[config.mk]
export PLATFORM = sky130hd
export DESIGN_NAME = fp_to_linear
export DESIGN_NICKNAME = d
export VERILOG_FILES = /design/src/rtl/fp_to_linear.sv
export SDC_FILE = /design/constraint.sdc
export NUM_CORES = 1
export LEC_CHECK = 0
export CAP_MARGIN = 20
export CELL_PAD_IN_SITES_DETAIL_PLACEMENT = 1
export CELL_PAD_IN_SITES_GLOBAL_PLACEMENT = 2
export CORE_MARGIN = 1
export CORE_UTILIZATION = 32
export CTS_BUF_LIST = sky130_fd_sc_hd__clkbuf_16
export DETAILED_ROUTE_END_ITERATION = 10
export PLACE_DENSITY_LB_ADDON = 0.2
export REMOVE_ABC_BUFFERS = 1
export SYNTH_ARGS = -nofsm -noshare
export SYNTH_HDL_FRONTEND = slang
export SYNTH_SLANG_ARGS = --single-unit
export TNS_END_PERCENT = 10
[constraint.sdc]
create_clock -name clk -period 1.9 [get_ports clk]
set_input_delay 0.285 -clock clk [delete_from_list [all_inputs] [get_ports clk]]
set_output_delay 0.285 -clock clk [all_outputs]
set_load 0.1 [all_outputs]
[src/rtl/fp_to_linear.sv]
// Decoder from sign/exponent/mantissa floating point to a two's-complement linear value.
// Define FPDEC_FASTPATH_EN for a single-cycle barrel-shifter decode; otherwise one shift step per cycle.
module fp_to_linear #(
  parameter int EXP_W = 3,
  parameter int MAN_W = 5,
  parameter int OUT_W = 13
) (
  input  logic             clk,
  input  logic             rst_n,
  input  logic             in_valid,
  output logic             in_ready,
  input  logic             S,
  input  logic [EXP_W-1:0] E,
  input  logic [MAN_W-1:0] F,
  output logic             out_valid,
  input  logic             out_ready,
  output logic [OUT_W-1:0] D,
  output logic             busy
);

  // The largest mantissa shifted by the largest exponent, plus a sign bit, must fit in OUT_W.
  generate
    if (OUT_W < MAN_W + (1 << EXP_W)) begin : g_width_check
      $fatal(1, "fp_to_linear: OUT_W too small for MAN_W and EXP_W");
    end
  endgenerate

  localparam logic [OUT_W-1:0] ONE = OUT_W'(1);

`ifdef FPDEC_FASTPATH_EN
  typedef enum logic [1:0] {
    IDLE = 2'd0,
    DONE = 2'd3
  } state_t;
`else
  typedef enum logic [1:0] {
    IDLE  = 2'd0,
    SHIFT = 2'd1,
    SIGN  = 2'd2,
    DONE  = 2'd3
  } state_t;

  localparam logic [EXP_W-1:0] CNT_ONE = EXP_W'(1);
`endif

  function automatic logic [OUT_W-1:0] apply_sign(input logic neg,
                                                  input logic [OUT_W-1:0] m);
    return neg ? (~m + ONE) : m;
  endfunction

  state_t           state, state_nx;
  logic             in_ready_nx;
  logic             out_valid_nx;
  logic [OUT_W-1:0] d_nx;
  logic [OUT_W-1:0] f_ext;

  assign f_ext = {{(OUT_W-MAN_W){1'b0}}, F};
  assign busy  = (state != IDLE);

`ifdef FPDEC_FASTPATH_EN

  always_ff @(posedge clk or negedge rst_n) begin
    if (!rst_n) begin
      state     <= IDLE;
      in_ready  <= 1'b0;
      out_valid <= 1'b0;
      D         <= '0;
    end else begin
      state     <= state_nx;
      in_ready  <= in_ready_nx;
      out_valid <= out_valid_nx;
      D         <= d_nx;
    end
  end

  always_comb begin
    state_nx     = state;
    in_ready_nx  = in_ready;
    out_valid_nx = out_valid;
    d_nx         = D;
    case (state)
      IDLE: begin
        if (in_valid && in_ready) begin
          d_nx         = apply_sign(S, f_ext << E);
          out_valid_nx = 1'b1;
          in_ready_nx  = 1'b0;
          state_nx     = DONE;
        end else begin
          in_ready_nx = 1'b1;
        end
      end
      DONE: begin
        if (out_ready) begin
          out_valid_nx = 1'b0;
          in_ready_nx  = 1'b1;
          state_nx     = IDLE;
        end
      end
      default: begin
        state_nx = IDLE;
      end
    endcase
  end

`else

  logic [OUT_W-1:0] mag, mag_nx;
  logic [EXP_W-1:0] cnt, cnt_nx;
  logic             sgn, sgn_nx;

  always_ff @(posedge clk or negedge rst_n) begin
    if (!rst_n) begin
      state     <= IDLE;
      in_ready  <= 1'b0;
      out_valid <= 1'b0;
      D         <= '0;
      mag       <= '0;
      cnt       <= '0;
      sgn       <= 1'b0;
    end else begin
      state     <= state_nx;
      in_ready  <= in_ready_nx;
      out_valid <= out_valid_nx;
      D         <= d_nx;
      mag       <= mag_nx;
      cnt       <= cnt_nx;
      sgn       <= sgn_nx;
    end
  end

  // Magnitude is shifted one bit per cycle; the sign is applied once at the end.
  always_comb begin
    state_nx     = state;
    in_ready_nx  = in_ready;
    out_valid_nx = out_valid;
    d_nx         = D;
    mag_nx       = mag;
    cnt_nx       = cnt;
    sgn_nx       = sgn;
    case (state)
      IDLE: begin
        if (in_valid && in_ready) begin
          mag_nx      = f_ext;
          cnt_nx      = E;
          sgn_nx      = S;
          in_ready_nx = 1'b0;
          state_nx    = SHIFT;
        end else begin
          in_ready_nx = 1'b1;
        end
      end
      SHIFT: begin
        if (cnt != '0) begin
          mag_nx = mag << 1;
          cnt_nx = cnt - CNT_ONE;
        end else begin
          state_nx = SIGN;
        end
      end
      SIGN: begin
        d_nx         = apply_sign(sgn, mag);
        out_valid_nx = 1'b1;
        state_nx     = DONE;
      end
      DONE: begin
        if (out_ready) begin
          out_valid_nx = 1'b0;
          in_ready_nx  = 1'b1;
          state_nx     = IDLE;
        end
      end
      default: begin
        state_nx = IDLE;
      end
    endcase
  end

`endif

endmodule

==> flow_summary.yaml <==
synthesis:
  synth_seq_cells: 34
  synth_area_mm2: 0.00173
  synthArstFlopShare: 1.00
  yosys_warnings: 0
  syn_inst: 184
  synth-edff-count: 0
  synth_area_per_cell_um2: 9.41
  synthFlopType: "dfrtp_1"
  ys_seq_area_frac: 0.491
  ys_types: 32
setup_path:
  crit_chain: "inv_1, ha_2, a21boi_2, a211o_1, or3_1, o21ai_0"
  critPathLaunchType: "flop"
  cp.arrival_ps: 1930
  cpPeakStageDelay_ps: 390
  critPathSlowestCell: "dfrtp_1"
  critPathBufInv: 1
  worstSetupPathType: "reg2reg"
  worstPathRequired_ps: 2100
  r2r_setup_slack_ps: 170
  cp_max_fo: 7
  endpoint_kind: "flop"
  cpLargestDelayFamily: "compound AO/OA/AOI/OAI gates"
route:
  vias: 1415
  drc: 0
  first_pass_iters: 6
  vias_per_cell: 4.86
  routed_wl_mm: 4.05
  wl_per_cell_um: 13.9
  ant_nets: 0
  first_iter_violations: 57
timing:
  slew_headroom: 0.675
  min_period_over_period: 0.912
  slew_violations: 0
  setup_violations: 0
  skew_ps: 2.56
  clock.fmax_ghz: 0.577
  tightest_slew_ps: 488
  min_period_ps: 1730
  worst_slack_ps: 167
  hold_violations: 0
  rsz0062_at_grt: "no"
  whs_ps: 435
flow_run:
  drv_cap: 0
placement:
  gp_congestion: 0.801
  dp_hpwl_mm: 3.00
  portBuffers: 28
  place_ws_ps: 39.6
cells_and_area:
  mostFrequentLayoutCells: "dfrtp_1, buf_4, nand2_1"
  regArea_um2: 851
  insertedDiodeCount: 0
  nFillCells: 593
  layout-drive-gt1-share: 0.181
  area_growth_pct: 30.5
  final_nets: 240
  final_common_cell: "dfrtp_1"
  multi_input_area_um2: 800
floorplanning:
  ios: 29
  dieArea_mm2: 0.00571
  core_area_mm2: 0.00517
  initial_core_util: 0.335
  die_h_um: 75.6
  rows: 26
  die_width_um: 75.6
global_routing:
  grt_pass1_wl_mm: 6.87
  grt_usage: 0.163
  grt_pass1_vias: 1459
  grt-ovfl-total: 0
  grt_max_degree: 35
  antenna_found_initial: 0
clock_tree:
  root_buffer: "clkbuf_16"
  cts_tree: "built"
  clock_path_buffers: 2
  numClockSinks: 34
  holdBufCountCts: 0
  clk_pin_slew_ps: 50
  cts_max_level: 2
  insertion_delay_ps: 270
  numCtsBuffers: 5
worst_hold_path:
  hold_class: "in2async"
status:
  outcome: "finished, final reports clean"
flip-flops by register name (all words and copies together), names as in the netlist:
name,flops
in_ready,1
cnt,3
mag,13
state,2
out_valid,1
sgn,1
D,13
repair_timing:
action                                  4_1_cts  5_1_grt
endpoints found under the setup margin        0       16
buffers inserted                              0        1
resized for setup                             0        4
logic make-up (layout without fill, tap and decap cells):
kind of cell               count (synthesis)  after routing  synth area share
and+or+nand+nor                           55             55             0.142
AOI/OAI and AO/OA                         48             48             0.171
DFF                                       34             34             0.491
buffers and inverters                     23             60            0.0506
xor gates and xnor gates                   9              9            0.0455
muxes                                      8              8            0.0484
adders and majority gates                  7              7            0.0506
through the flow:
step	utilization	instances	setup TNS [ps]	area (um^2)
after CTS	0.434	290	0	2250
after global routing	0.437	291	0	2260
after global placement	0.408	282	0	2110
after floorplan	-	174	-3500	1690
final	0.437	291	0	2260
after detailed placement	0.408	282	0	2110
cell type report:
| type | count | share of cell area |
|---|---|---|
| clock inverter | 3 | 0.00554 |
| multi-input combinational | 127 | 0.354 |
| sequential | 34 | 0.377 |
| timing repair buffer | 39 | 0.148 |
| inverter | 13 | 0.0216 |
| tap | 70 | 0.0388 |
| clock buffer | 5 | 0.0554 |
synthesized netlist by cell type, types with 2 or more instances:
cell type | count | area share
o2111ai_1 | 2 | 0.010
a211o_1 | 3 | 0.015
o31ai_1 | 3 | 0.013
nand3b_1 | 2 | 0.0087
dfrtp_1 | 34 | 0.49
inv_1 | 13 | 0.028
nor2_1 | 18 | 0.039
nand4_1 | 2 | 0.0072
o22ai_1 | 2 | 0.0072
o21ai_0 | 19 | 0.055
xor2_1 | 8 | 0.040
ha_1 | 7 | 0.051
mux2_2 | 3 | 0.020
a21oi_1 | 13 | 0.038
nand2_1 | 24 | 0.052
clkbuf_1 | 8 | 0.017
a211oi_1 | 2 | 0.0087
mux2i_1 | 5 | 0.029
or3_1 | 3 | 0.011
worst reg2reg max path, cell delays in order, from the launching register on:
cell and delay [ps]:
dfrtp_1 390, inv_1 80, ha_2 230, a21boi_2 180, a211o_1 320, or3_1 370, o21ai_0 80
per-layer routing:
| metal | GRT usage | share of wire | vias up |
|---|---|---|---|
| met2 | 0.281 | 0.49 | 18 |
| met3 | 0.0357 | 0.030 | 5 |
| met5 | 0 | 0 | - |
| met4 | 0.0556 | 0.0072 | 0 |
| met1 | 0.203 | 0.47 | 685 |
| li1 | - | - | 707 |
final timing paths:
path | startpoint | endpoint | cells after the start
max in group asynchronous | rst_n | mag[9] | 2
min | rst_n | mag[12] | 2
min reg2reg | D[0] | D[0] | 1
min in group clk | D[0] | D[0] | 1
max | state[0] | cnt[0] | 6
max reg2reg | state[0] | cnt[0] | 6
Power is not shown: default switching activity piles up to over one toggle a cycle in this logic, so the estimate is an artifact.
==> variant 1 (config.mk and constraints unchanged) <==
`EXP_W`: 3 -> 2.
--- a/src/rtl/fp_to_linear.sv
+++ b/src/rtl/fp_to_linear.sv
@@ -1,7 +1,7 @@
 // Decoder from sign/exponent/mantissa floating point to a two's-complement linear value.
 // Define FPDEC_FASTPATH_EN for a single-cycle barrel-shifter decode; otherwise one shift step per cycle.
 module fp_to_linear #(
-  parameter int EXP_W = 3,
+  parameter int EXP_W = 2,
   parameter int MAN_W = 5,
   parameter int OUT_W = 13
 ) (
Ports: changed (resized E); port bits go from 29 to 28. The function was not compared with the original's and may differ.
==> variant 1 against the unedited design <==
- routed wire length down 5.5%
- worst setup slack lost 0.067 ns
- fmax decreased by 3.7%
- sequential cell count is 1 lower
- count of clock-buffer cells in the layout is the same
- area after synthesis down 3.8%
- final area decreased by 2.7%
- utilization grew 1.4 points
- synthesized cell count down 8.7%
- largest cell class unchanged
Power is left out: the tool's default activity adds up to more than one toggle a clock period on the data nets, which glitch-free logic cannot reach.
==> variant 1: results (changes against the unedited design) <==
[status]
status=completed

[yosys]
synth-compound-area-share_pct=16.74  ; -0.38 points
muxShareOfSynthArea_pct=7.282  ; +2.4 points
ys_seq_area_share_pct=49.55  ; +0.42 points
synth_area_leaders=dfrtp_1, nand2_1, o21ai_0, ha_1, xor2_1
synth-adder-area-share_pct=4.505  ; -0.55 points
synth_commonest_cells=dfrtp_1, nand2_1, o21ai_0, nor2_1, a21oi_1
synth_xor_area_share_pct=5.781  ; +1.2 points
synthDistinctLibCells=30  ; -6.3%

[setup_path]
path_max_fanout=4  ; -3
r2r-start=mag[10]
slowest_stage=or4_1
rrSetupSlack_ns=0.10  ; -0.07 ns
critPathMaxStageDelay_ns=0.62  ; +0.23 ns
r2r_end=D[11]
crit_arrival_ns=1.95  ; +0.02 ns
r2r_cells=4  ; -2

[sta]
clock_skew_ns=0.003522  ; +0.0009598 ns
maxSlewHeadroom_pct=57.57  ; -9.9 points
fin_hold_ws_ns=0.4272  ; -0.008017 ns

[finish]
biggestRegsByFlops=D x13, mag x13
nets=224  ; -6.7%
fillers=567  ; -4.4%
drive_gt1_share_pct=21.84  ; +3.7 points

[routing]
dr.pass1.iters=4  ; -2
viasPerCell=4.806  ; -1.2%
drt_iter0_drc=43  ; -25%

[clock_tree]
clockBufferDepth=2  ; unchanged

[global_routing]
grt_pass1_vias=1341  ; -8.1%
grt_usage_pct=15.41  ; -0.92 points
grt_pass1_wl_mm=6.223  ; -9.4%
grt_max_degree=34  ; -2.9%

[placed_design]
io_buffers=27  ; -3.6%
gp_congestion=0.7474  ; -6.6%
dp_hpwl_mm=2.837  ; -5.3%
dpl_cell_area_um2=2059  ; -2.3%

[variant 1: changes by cell type in the layout (fill, tap and decap cells not counted), sizes merged, moves of 3 or more]
cell,change
buf,+3
xnor2,+3
inv,-4
nor2,-4
mux2,+3
[variant 1: per-layer routing]
metal	part of all wire (%)	wire (um)	vias up	global-route usage (%)
met5	0	0	-	0
met4	0.91	35	0	4.915
li1	-	-	646	-
met1	44	1703	639	17.53
met2	51	1964	23	27.98
met3	3.2	124	4	4.065
[variant 1: cells by family after synthesis]
group | Yosys count
compound gates | 42
buf+inv | 19
mux | 11
fa+ha+maj | 6
flops | 33
simple gates | 46
xor+xnor | 11
[variant 1: worst max-delay path, delay by kind of cell (launching register included)]
| kind | cells | cell delay [ns] |
|---|---|---|
| XOR/XNOR | 1 | 0.11 |
| flip-flops | 1 | 0.42 |
| AND/OR/NAND/NOR | 1 | 0.62 |
| AO/OA/AOI/OAI | 1 | 0.27 |
| multiplexers | 1 | 0.26 |
[variant 1: timing repair]
action                     in CTS  in global routing
hold endpoints to repair        0                  0
gates resized for setup         0                  3
setup endpoints to repair       0                 13
[variant 1: worst max path at each step]
stage | startpoint | endpoint | slack (ns) | depth (start not counted)
6_report | mag[10] | D[11] | 0.10 | 4
5_1_grt | state[1] | state[1] | 0.03 | 6
4_1_cts | mag[6] | D[11] | 0.006 | 4
3_5_place_dp | mag[6] | D[11] | 0.007 | 4
3_3_place_gp | mag[6] | D[12] | 0.08 | 4
2_1_floorplan | in_ready | cnt[0] | -0.38 | 4
[variant 1: layout make-up]
cell class / instances / area (um2) / share of cell area [%]
multi-input combinational: 116 / 774.5 / 35.23
sequential: 33 / 825.8 / 37.56
clock buffer: 5 / 125.1 / 5.692
tap: 67 / 83.83 / 3.813
inverter: 9 / 33.78 / 1.537
timing repair buffer: 41 / 347.8 / 15.82
clock inverter: 2 / 7.507 / 0.3415
[variant 1: per-stage QoR]
stage,setup slack (ns),cells
2_1_floorplan,-0.3766,158
3_3_place_gp,0.07714,266
3_5_place_dp,0.006923,266
4_1_cts,0.005621,273
5_1_grt,0.03134,273
6_report,0.1001,273
==> variant 2 (same flow settings) <==
Made on the original files. Re-encode `state_t` (4 states) as one-hot, 4 bits wide.
--- a/src/rtl/fp_to_linear.sv
+++ b/src/rtl/fp_to_linear.sv
@@ -33,11 +33,11 @@
     DONE = 2'd3
   } state_t;
 `else
-  typedef enum logic [1:0] {
-    IDLE  = 2'd0,
-    SHIFT = 2'd1,
-    SIGN  = 2'd2,
-    DONE  = 2'd3
+  typedef enum logic [3:0] {
+    IDLE  = 4'b0001,
+    SHIFT = 4'b0010,
+    SIGN  = 4'b0100,
+    DONE  = 4'b1000
   } state_t;
 
   localparam logic [EXP_W-1:0] CNT_ONE = EXP_W'(1);
Check against the original RTL: no difference found for any inputs over 10 cycles, from zero or initial values and one cycle with rst_n low; not proved beyond that.
==> variant 2 against the unedited design <==
- final area is 6.4% higher
- critical path depth did not move
- utilization decreased by 0.28 points
- sequential cell count rose by 2
- area after synthesis is 7.2% higher
- worst hold slack better by 0.0020 ns
- non-clock buffer count is 5 higher
- fmax fell by 2.5%
- worst setup slack worse by 0.045 ns
- routed wire length rose by 13%
- highest routed layer unchanged
==> variant 2: results (changes against the unedited design) <==
[status]
status=completed

[routing]
dr_wl_met3_um=174  ; +45%
met1Wirelength_mm=2.045  ; +7.5%
wirelength_mm=4.569  ; +13%
viasPerCell=4.848  ; -0.31%
met2_length_mm=2.305  ; +15%

[yosys]
synthDistinctLibCells=43  ; +34%
synth_commonest_cells=dfrtp_1, nor2_1, inv_1, o21ai_0, a21oi_1
synth_xor_area_share_pct=5.192  ; +0.64 points
synth-compound-area-share_pct=17.60  ; +0.48 points
muxShareOfSynthArea_pct=2.293  ; -2.5 points

[finish]
nets=246  ; +2.5%
fillers=662  ; +12%
drive_gt1_share_pct=22.61  ; +4.5 points

[setup_path]
startpoint=mag[1]
path_max_fanout=6  ; -1
r2r_end=D[12]

[sta]
maxSlewHeadroom_pct=65.66  ; -1.8 points
timing.fmax_mhz=562.3  ; -2.5%

[global_routing]
grt_usage_pct=16.76  ; +0.44 points
grt_pass1_wl_mm=7.783  ; +13%
grt_pass1_vias=1579  ; +8.2%

[placed_design]
post-place-ws_ns=0.05494  ; +0.01530 ns
gp_congestion=0.7487  ; -6.5%
dp_cells=295  ; +4.6%

## variant 2: changes by cell type after synthesis, moves of 5 or more
| cell | change |
|---|---|
| a31oi_1 | +5 |
| nand2_1 | -11 |
| nand3_1 | +7 |
| xnor2_1 | +8 |
| xor2_1 | -6 |
## variant 2: area by class of cell
class,count,area share [%]
clock inverter,2,0.3122
timing repair buffer,44,16.02
multi-input combinational,127,34.60
inverter,16,2.601
clock buffer,5,5.203
tap,72,3.746
sequential,36,37.51
## variant 2: per-layer routing
| layer | global-route usage, % | up-vias |
|---|---|---|
| met2 | 29.04 | 23 |
| met4 | 5.000 | 0 |
| met3 | 4.302 | 5 |
| met1 | 20.37 | 703 |
| li1 | - | 733 |
| met5 | 0 | - |
## variant 2: critical path: stages, from the launching register on
cell and delay (ns):
dfrtp_1 0.43, inv_1 0.08, ha_1 0.15, or3b_4 0.43
o41ai_2 0.35, xnor2_1 0.15, a21oi_1 0.08
